File: src/rtl/vga_fb_scan_arbiter.sv
// ----------------------------------------------------------------------------
// vga_fb_scan_arbiter
//
// Owns the single-port framebuffer RAM of the VGA path. Generates the video
// timing from the pixel clock and fetches one 3-bit framebuffer word every
// 4 active clocks. Each word covers a 4x4 block of screen pixels. Every RAM
// cycle not reserved for scanout is granted to a single host port.
//
// Pipeline: counters at t, RAM command at t+1, read data at t+2, pins at t+3.
//
// Ports:
//   i_clk          pixel clock
//   i_reset        synchronous active-high reset
//   i_host_valid   host request valid
//   i_host_write   1 = write, 0 = read
//   i_host_addr    linear framebuffer address (row*FB_W + col)
//   i_host_wdata   {R,G,B} write data
//   o_host_ready   request accepted this cycle (combinational, host slots only)
//   o_host_rvalid  read data valid, one-cycle pulse 2 clocks after accept
//   o_host_rdata   read data, held until the next pulse
//   o_mem_en       RAM enable (registered)
//   o_mem_we       RAM write enable (registered)
//   o_mem_addr     RAM address (registered)
//   o_mem_wdata    RAM write data (registered)
//   i_mem_rdata    RAM read data, valid the cycle after o_mem_en
//   o_r/o_g/o_b    pixel outputs (registered)
//   o_hsync        horizontal sync (registered)
//   o_vsync        vertical sync (registered)
//   o_vblank       high while the displayed line is past the active region
// ----------------------------------------------------------------------------
module vga_fb_scan_arbiter #(
    parameter int unsigned H_ACTIVE = 800,
    parameter int unsigned H_FP     = 40,
    parameter int unsigned H_SYNC   = 128,
    parameter int unsigned H_BP     = 88,
    parameter int unsigned V_ACTIVE = 600,
    parameter int unsigned V_FP     = 1,
    parameter int unsigned V_SYNC   = 4,
    parameter int unsigned V_BP     = 23,
    parameter bit          SYNC_POL = 1'b1,
    parameter int unsigned FB_W     = 200,
    parameter int unsigned FB_H     = 150,
    parameter int unsigned AW       = 15
) (
    input  logic          i_clk,
    input  logic          i_reset,
    input  logic          i_host_valid,
    input  logic          i_host_write,
    input  logic [AW-1:0] i_host_addr,
    input  logic [2:0]    i_host_wdata,
    output logic          o_host_ready,
    output logic          o_host_rvalid,
    output logic [2:0]    o_host_rdata,
    output logic          o_mem_en,
    output logic          o_mem_we,
    output logic [AW-1:0] o_mem_addr,
    output logic [2:0]    o_mem_wdata,
    input  logic [2:0]    i_mem_rdata,
    output logic          o_r,
    output logic          o_g,
    output logic          o_b,
    output logic          o_hsync,
    output logic          o_vsync,
    output logic          o_vblank
);

    localparam int unsigned H_TOTAL = H_ACTIVE + H_FP + H_SYNC + H_BP;
    localparam int unsigned V_TOTAL = V_ACTIVE + V_FP + V_SYNC + V_BP;
    localparam int unsigned HW      = $clog2(H_TOTAL);
    localparam int unsigned VW      = $clog2(V_TOTAL);

    localparam logic [HW-1:0] H_LAST    = HW'(H_TOTAL - 1);
    localparam logic [HW-1:0] H_ACT_END = HW'(H_ACTIVE);
    localparam logic [HW-1:0] HS_START  = HW'(H_ACTIVE + H_FP);
    localparam logic [HW-1:0] HS_END    = HW'(H_ACTIVE + H_FP + H_SYNC);
    localparam logic [VW-1:0] V_LAST    = VW'(V_TOTAL - 1);
    localparam logic [VW-1:0] V_ACT_END = VW'(V_ACTIVE);
    localparam logic [VW-1:0] VS_START  = VW'(V_ACTIVE + V_FP);
    localparam logic [VW-1:0] VS_END    = VW'(V_ACTIVE + V_FP + V_SYNC);
    localparam logic [AW:0]   FB_SIZE   = (AW + 1)'(FB_W * FB_H);
    localparam logic [AW-1:0] FB_W_A    = AW'(FB_W);

    // ------------------------------------------------------------------
    // Timing counters and framebuffer row base
    // ------------------------------------------------------------------
    logic [HW-1:0] r_hcnt;
    logic [VW-1:0] r_vcnt;
    logic [AW-1:0] r_rowbase;

    logic w_h_wrap;
    logic w_v_wrap;
    logic w_h_act;
    logic w_v_act;
    logic w_active;
    logic w_scan_slot;
    logic w_hs_win;
    logic w_vs_win;
    logic w_vblank;

    assign w_h_wrap    = (r_hcnt == H_LAST);
    assign w_v_wrap    = (r_vcnt == V_LAST);
    assign w_h_act     = (r_hcnt < H_ACT_END);
    assign w_v_act     = (r_vcnt < V_ACT_END);
    assign w_active    = w_h_act && w_v_act;
    // First clock of every 4-pixel group in active video belongs to scanout.
    assign w_scan_slot = w_active && (r_hcnt[1:0] == 2'b00);
    assign w_hs_win    = (r_hcnt >= HS_START) && (r_hcnt < HS_END);
    assign w_vs_win    = (r_vcnt >= VS_START) && (r_vcnt < VS_END);
    assign w_vblank    = !w_v_act;

    always_ff @(posedge i_clk) begin
        if (i_reset) begin
            r_hcnt    <= '0;
            r_vcnt    <= '0;
            r_rowbase <= '0;
        end else if (w_h_wrap) begin
            r_hcnt <= '0;
            if (w_v_wrap) begin
                // Frame wrap clears the row base and wins over the row step.
                r_vcnt    <= '0;
                r_rowbase <= '0;
            end else begin
                r_vcnt <= r_vcnt + VW'(1);
                // Step to the next framebuffer row after every 4th active line.
                if ((r_vcnt[1:0] == 2'b11) && w_v_act) begin
                    r_rowbase <= r_rowbase + FB_W_A;
                end
            end
        end else begin
            r_hcnt <= r_hcnt + HW'(1);
        end
    end

    // ------------------------------------------------------------------
    // Host handshake and RAM command stage (t+1)
    // ------------------------------------------------------------------
    logic          w_accept;
    logic          w_in_range;
    logic [AW-1:0] w_scan_addr;

    assign o_host_ready = !i_reset && !w_scan_slot;
    assign w_accept     = i_host_valid && o_host_ready;
    assign w_in_range   = ({1'b0, i_host_addr} < FB_SIZE);
    assign w_scan_addr  = r_rowbase + AW'(r_hcnt >> 2);

    logic          r_mem_en;
    logic          r_mem_we;
    logic [AW-1:0] r_mem_addr;
    logic [2:0]    r_mem_wdata;
    logic          r_scan1;
    logic          r_rd1;
    logic          r_rd1_oor;
    logic          r_act1;
    logic          r_hs1;
    logic          r_vs1;
    logic          r_vb1;

    always_ff @(posedge i_clk) begin
        if (i_reset) begin
            r_mem_en    <= 1'b0;
            r_mem_we    <= 1'b0;
            r_mem_addr  <= '0;
            r_mem_wdata <= '0;
            r_scan1     <= 1'b0;
            r_rd1       <= 1'b0;
            r_rd1_oor   <= 1'b0;
            r_act1      <= 1'b0;
            r_hs1       <= 1'b0;
            r_vs1       <= 1'b0;
            r_vb1       <= 1'b0;
        end else begin
            r_scan1   <= w_scan_slot;
            // Out-of-range reads still return a pulse, with zero data.
            r_rd1     <= w_accept && !i_host_write;
            r_rd1_oor <= !w_in_range;
            r_act1    <= w_active;
            r_hs1     <= w_hs_win;
            r_vs1     <= w_vs_win;
            r_vb1     <= w_vblank;
            if (w_scan_slot) begin
                r_mem_en   <= 1'b1;
                r_mem_we   <= 1'b0;
                r_mem_addr <= w_scan_addr;
            end else if (w_accept && w_in_range) begin
                r_mem_en    <= 1'b1;
                r_mem_we    <= i_host_write;
                r_mem_addr  <= i_host_addr;
                r_mem_wdata <= i_host_wdata;
            end else begin
                r_mem_en <= 1'b0;
                r_mem_we <= 1'b0;
            end
        end
    end

    assign o_mem_en    = r_mem_en;
    assign o_mem_we    = r_mem_we;
    assign o_mem_addr  = r_mem_addr;
    assign o_mem_wdata = r_mem_wdata;

    // ------------------------------------------------------------------
    // Read-data stage (t+2)
    // ------------------------------------------------------------------
    logic       r_scan2;
    logic       r_rd2;
    logic       r_rd2_oor;
    logic       r_act2;
    logic       r_hs2;
    logic       r_vs2;
    logic       r_vb2;
    logic [2:0] r_rdata_hold;
    logic [2:0] r_pix;
    logic [2:0] w_rd_data;
    logic [2:0] w_pix;

    assign w_rd_data = r_rd2_oor ? 3'b000 : i_mem_rdata;
    // Fresh scan data is used directly so the pins land at t+3; r_pix keeps
    // it for the remaining three clocks of the group.
    assign w_pix     = r_scan2 ? i_mem_rdata : r_pix;

    always_ff @(posedge i_clk) begin
        if (i_reset) begin
            r_scan2      <= 1'b0;
            r_rd2        <= 1'b0;
            r_rd2_oor    <= 1'b0;
            r_act2       <= 1'b0;
            r_hs2        <= 1'b0;
            r_vs2        <= 1'b0;
            r_vb2        <= 1'b0;
            r_rdata_hold <= '0;
            r_pix        <= '0;
        end else begin
            r_scan2   <= r_scan1;
            r_rd2     <= r_rd1;
            r_rd2_oor <= r_rd1_oor;
            r_act2    <= r_act1;
            r_hs2     <= r_hs1;
            r_vs2     <= r_vs1;
            r_vb2     <= r_vb1;
            r_pix     <= w_pix;
            if (r_rd2) begin
                r_rdata_hold <= w_rd_data;
            end
        end
    end

    assign o_host_rvalid = r_rd2;
    assign o_host_rdata  = r_rd2 ? w_rd_data : r_rdata_hold;

    // ------------------------------------------------------------------
    // Pin stage (t+3)
    // ------------------------------------------------------------------
    logic [2:0] r_rgb;
    logic       r_hsync;
    logic       r_vsync;
    logic       r_vblank;

    always_ff @(posedge i_clk) begin
        if (i_reset) begin
            r_rgb    <= '0;
            r_hsync  <= ~SYNC_POL;
            r_vsync  <= ~SYNC_POL;
            r_vblank <= 1'b0;
        end else begin
            r_rgb    <= r_act2 ? w_pix : 3'b000;
            r_hsync  <= r_hs2 ? SYNC_POL : ~SYNC_POL;
            r_vsync  <= r_vs2 ? SYNC_POL : ~SYNC_POL;
            r_vblank <= r_vb2;
        end
    end

    assign o_r      = r_rgb[2];
    assign o_g      = r_rgb[1];
    assign o_b      = r_rgb[0];
    assign o_hsync  = r_hsync;
    assign o_vsync  = r_vsync;
    assign o_vblank = r_vblank;

endmodule

File: config.mk
export PLATFORM = sky130hd
export DESIGN_NAME = vga_fb_scan_arbiter
export DESIGN_NICKNAME = d
export VERILOG_FILES = /design/src/rtl/vga_fb_scan_arbiter.sv
export SDC_FILE = /design/constraint.sdc
export NUM_CORES = 1
export LEC_CHECK = 0
export BUFFER_PORTS_ARGS = -buffer_cell sky130_fd_sc_hd__buf_2
export CORE_MARGIN = 10
export CORE_UTILIZATION = 57
export CTS_CLUSTER_DIAMETER = 150
export DETAILED_ROUTE_END_ITERATION = 16
export PLACE_DENSITY = 0.81
export SYNTH_ARGS = -nofsm -noshare
export SYNTH_HDL_FRONTEND = slang
export SYNTH_SLANG_ARGS = --single-unit
File: constraint.sdc
create_clock -name i_clk -period 2.2 [get_ports i_clk]
set_clock_uncertainty 0.05 [all_clocks]
set_input_delay 0.44 -clock i_clk [delete_from_list [all_inputs] [get_ports i_clk]]
set_output_delay 0.44 -clock i_clk [all_outputs]
set_load 0.05 [all_outputs]
# Word level (Yosys, flattened, before mapping)
# Cells that the tools add are included.
totals:
  latch_bits: 0
  mem_count: 0
  regBits: 82
  word_cells: 78
  out_inout_bits: 31
  mem_bits_rw: 0
  rom_bits: 0
op_classes:
  div_mod_pow: 0
  mul: 0
  muxes: 12
  shift: 0
  n_addsub: 4
  n_eq_ne: 3
  n_reduce_logical: 22
  bitwise_logic: 3
  order_cmp: 7
op_table:
  columns: ["op", "count"]
  rows:
  - ["$mux W15", 4]
  - ["$lt A11 B10 Y1 const B", 2]
  - ["$lt A10 B10 Y1 const B", 2]
  - ["$add A15 B8 Y15 const B", 1]
  - ["$add A15 B9 Y15", 1]
  - ["$lt A15 B15 Y1 const B", 1]
  - ["$add A11 B1 Y11 const B", 1]
  - ["$eq A11 B11 Y1 const B", 1]
  - ["$ge A11 B10 Y1 const B", 1]
  - ["$add A10 B1 Y10 const B", 1]
  - ["$eq A10 B10 Y1 const B", 1]
  - ["$ge A10 B10 Y1 const B", 1]
  - ["$mux W10", 1]
  - ["$logic_and A1 B1 Y1", 9]
  - ["$mux W3", 3]
  - ["$logic_not A1 Y1", 5]
  - ["$mux W1", 4]
  - ["$reduce_and A2 Y1", 2]
  - ["$reduce_bool A2 Y1", 2]
  - ["$reduce_or A2 Y1", 2]
  - ["$not A1 Y1", 3]
  - ["$reduce_or A3 Y1", 1]
  - ["$eq A2 B2 Y1 const B", 1]
  - ["$logic_not A2 Y1", 1]

# Depth between registers and ports, before layout
logic_depth:
  depth_word: 9
  mapped_depth: 9
  ltp_nobuf: 8

# Worst setup path after synthesis
# No wires, ideal clock.
synth_path:
  path_type: "reg2out"
  from: "register r_rd2 (netlist: o_host_rvalid)"
  to: "output port o_host_rdata[0]"
  path_stages_with_launch: 2
  arrival_time_ns: 1.699
  path_slack_ns: 0.011
  t_required_ns: 1.710
  n_path_buf: 0
  path_cell_list: "dfxtp_1 > o21ai_0"
synth_between:
  elab_chain_cells: 1
synth_rtl:
  columns: ["item", "line", "source"]
  rows:
  - ["start, declared", "205", "logic r_rd2;"]
  - ["start signal, assigned", "234", "r_rd2 <= r_rd1;"]
  - ["$mux W3", null, null]
  - ["end, declared", "53", "output logic [2:0] o_host_rdata,"]
# Every way passes these cells.

# Worst setup path after layout
layout_path:
  from: "register r_hcnt[0]"
  to: "output port o_host_ready"
layout_between:
  elab_chain_cells: 5
  elab_cells_between_ends: 6
  classes_between: "order compare (1); reduce/logical (5)"
layout_rtl:
  columns: ["item", "line", "source"]
  rows:
  - ["start, declared", "86", "logic [HW-1:0] r_hcnt;"]
  - ["start signal, assigned", "130", "r_hcnt <= r_hcnt + HW'(1);"]
  - ["$lt A11 B10 Y1", "102", "assign w_h_act = (r_hcnt < H_ACT_END);"]
  - ["$logic_and A1 B1 Y1", "104", "assign w_active = w_h_act && w_v_act;"]
  - ["$logic_and A1 B1 Y1 (*)", "106", "assign w_scan_slot = w_active && (r_hcnt[1:0] == 2'b00);"]
  - ["$logic_not A1 Y1 (*)", "141", "assign o_host_ready = !i_reset && !w_scan_slot;"]
  - ["$logic_and A1 B1 Y1 (*)", "141", null]
  - ["end, declared", "51", "output logic o_host_ready,"]
# Every way passes the cells marked *; elsewhere a longest branch is shown, timed or not.

==> results.md <==
- CTS tree: done
- Power share of the sequential group: 51.0%
- Fillcell total: 516
- Post-synthesis mux area share: 2.40%
- Post-Synth Simple-Gate Area: 21.8%
- Largest net degree at the start of global routing: 50
- Post-Synthesis Cell Area: 3800 um^2
- RSZ-0062 raised after global routing: yes
- Cells after DPL: 548
- Seq cells post-synth: 79
- Hold Violations, Final: 0
- Total Nets Final: 524
- XOR/XNOR share of the synthesized area: 8.07%
- WL met2: 4.35 mm
- Total track usage: 17.3%
- Buffers & Inverters on Critical Path: 3
- Critical path endpoint category: output pin
- IO buf count: 55
- Max stage delay cell, worst path: dfxtp_2
- CTS H-Tree Depth: 3
- MaxCap Viol Count: 0
- Post-DR vias/cell: 5.57
- Post-route antenna net violation count: 0
- DR pass1 iterations: 4
- Main area contributors after synthesis: dfxtp_1 42%, xnor2_1 5.3%, nor2_1 4.6%, ha_1 4.3%, nand2_1 3.4%
- Post-DP HPWL: 6.26 mm
- Row count: 29
- Syn Inst Count: 421
- Synthesized area per cell: 9.03 um^2
- Max-slew headroom: 48.6%
- I/O pins: 56
- Number of global-route vias before repair: 3163
- Clk pin slew, worst setup/hold paths: 0.08 ns
- Clk Latency, worst-skew pair: 0.35 ns
- Die span in y: 102 um
- Total gr overflow: 0
- CP max stage delay: 0.36 ns
- Inserted Clock Buffers: 9
- Maximum vdd ir drop: 0.558 mV
- Cell Chain, Critical Path: inv_1 > ha_1 > nor2b_2 > o211ai_1 > nand2b_1 > inv_2 > buf_8
- Setup CP Type: reg2out
- DR iter-0 viols: 171
- Finish-stage setup viols: 0
- Post-synthesis compound-gate area fraction: 16.8%
- Post-DR wirelength/cell: 14.9 um
- Routed length on met3: 464 um
- Starting Density: 59.2%
- WP depth: 7
- Slew @ Worst Pin: 0.768 ns
- Sequential fraction of the synthesis area: 41.6%
- Largest delay share family, worst path: flip-flops
- Hold depth: 2
- Pre-CTS setup slack: 0.0309 ns
- Largest family of logic cells by synthesized area: simple AND/OR/NAND/NOR gates
- Final Wtd Congestion: 0.812
- Worst EP arrival: 1.67 ns
- WL met1: 3.58 mm
- Syn Nets: 459
- Comb pwr share: 12.0%
- Top Layer Used: met4
- Psw: 0.810 mW
- Final setup margin: 0.0443 ns
- Clock buffer depth: 2
- Layout Cells excl Fill: 568
- Clock Sinks: 79
- Die area: 10300 um^2
- Worst EP required: 1.71 ns
- Class of the worst hold path: in2reg
- Maximum clock frequency: 464 MHz
- Kind of start point of the critical path: register
- Period utilisation layout: 98.0%
- Yosys warnings: 0
- Antenna Cells: 0
- Std-Cell Core Area: 6420 um^2
- Post-synthesis adder-cell area fraction: 4.28%
- Area fraction of the dominant cell type after synthesis: 41.6%
- Crit path time final: 2.16 ns
- # hold bufs at CTS: 0
- Sw frac: 27.7%
- First-pass GRT wire length: 14.5 mm
- Fraction of layout cells with a size suffix above 1: 24.4%
- Status: finished, final reports clean
- Total Routed Length: 8.48 mm
- P_int: 2.12 mW
- R2r worst-path depth: 5
- Leading area contributor after synthesis: dfxtp_1
- Die Wd: 102 um
- Antenna violations before repair: 0
- Clk root buf: clkbuf_8
- Ys flop type: dfxtp_1
- Clock power frac: 37.0%
- Distinct cells, synth: 62
- Via Count: 3164
- Async SR Flop Fraction: 0%
- EDFF count, synth: 0
- P_leak: 1.83 nW
- Slew Limit Fails: 0
- DRC viols: 0
- Worst-path fanout max: 5
- Layout area overhead: 16.9%
- P per Cell Area: 659 nW/um^2
## flip-flops by register name (all words and copies together), names as in the netlist, 3 cells and up
signal and count:
r_vcnt 10, r_pix 3, r_rdata_hold 3, r_rowbase 12, r_rgb 3, o_mem_addr 15
o_mem_wdata 3, r_hcnt 11
## through the flow
step | hold slack, ns | utilization, % | setup TNS (ns) | cell area [um^2] | power (mW)
after floorplan | 0.364 | - | 0 | 3800 | 1.76
after global placement | 0.367 | 64.9 | 0 | 4170 | 1.86
after detailed placement | 0.370 | 64.9 | 0 | 4170 | 1.86
after CTS | 0.185 | 68.5 | 0 | 4400 | 2.95
after global routing | 0.189 | 69.1 | -0.0366 | 4440 | 3.04
final | 0.198 | 69.1 | 0 | 4440 | 2.93
## power groups by stage
stage / Clock (mW) / Sequential [mW] / Combinational (mW)
after floorplan: 0 / 1.62 / 0.143
after global placement: 0 / 1.52 / 0.332
after detailed placement: 0 / 1.53 / 0.338
after CTS: 1.11 / 1.49 / 0.342
after global routing: 1.17 / 1.50 / 0.376
final: 1.08 / 1.49 / 0.351
## worst reg2reg max path: cells and delay by family (launching register included)
kind | cells | cell delay, ns
AO/OA/AOI/OAI | 1 | 0.48
XOR/XNOR | 1 | 0.18
AND/OR/NAND/NOR | 3 | 0.88
flip-flops | 1 | 0.38
## cell type report
class                      count  area (um^2)  share of cell area [%]
multi-input combinational    307         2060                    46.4
sequential                    79         1590                    35.7
inverter                      15         56.3                    1.27
timing repair buffer          74          440                    9.92
clock inverter                 7         78.8                    1.78
tap                           77         96.3                    2.17
clock buffer                   9          124                    2.79
## path summary, 6_finish.rpt
kind | startpoint | end | slack [ns]
min | i_host_write | r_rd1 | 0.20
min reg2reg | r_hcnt[0] | r_hcnt[0] | 0.39
max reg2reg | r_vcnt[8] | r_rowbase[12] | 0.12
max | r_hcnt[0] | o_host_ready | 0.04
## per-layer routing
metal,up-vias,track usage [%]
li1,1604,-
met1,1498,19.8
met2,54,30.2
met3,8,5.31
met4,0,5.06
met5,-,0
## repair_timing
item / 4_1_cts / 5_1_grt
gates resized for setup: 5 / 6
setup buffers: 1 / 3
setup endpoints to repair: 1 / 5
hold endpoints to repair: 0 / 0
pin swaps: 1 / 1
## cells in the mapped netlist (3+ instances only)
cell,instances
dfxtp_1,79
nor2_1,47
nand2_1,34
xnor2_1,23
nor2b_1,18
o21ai_0,18
a21oi_1,15
nand3_1,15
inv_1,14
ha_1,13
nor3_1,12
xor2_1,12
clkbuf_1,10
a311oi_1,8
mux2i_1,8
a2111oi_2,5
a211oi_2,5
a21o_1,5
and2_1,5
and3_1,5
nor2_2,5
a211oi_1,4
buf_2,4
nand4_1,4
a31oi_1,3
nor3b_1,3
o22ai_1,3
## cell usage in the layout, fill, tap and decap left out, types with 8 or more instances in the layout
| cell | count |
|---|---|
| nor3_1 | 12 |
| inv_1 | 14 |
| buf_4 | 18 |
| a311oi_1 | 8 |
| xor2_1 | 12 |
| xnor2_1 | 23 |
| dfxtp_1 | 75 |
| nor2b_1 | 17 |
| clkbuf_8 | 9 |
| a21oi_1 | 15 |
| nand3_1 | 15 |
| o21ai_0 | 18 |
| buf_2 | 54 |
| nand2_1 | 34 |
| mux2i_1 | 8 |
| nor2_1 | 47 |
| ha_1 | 13 |
## cell families after synthesis
| kind of cell | after synthesis |
|---|---|
| flip-flops | 79 |
| AND/OR/NAND/NOR | 165 |
| XOR/XNOR | 35 |
| adder cells (fa/ha/maj) | 13 |
| multiplexers | 9 |
| AO/OA/AOI/OAI | 84 |
| buffers and inverters | 35 |
| other | 1 |
(Power assumes the default switching activity.)
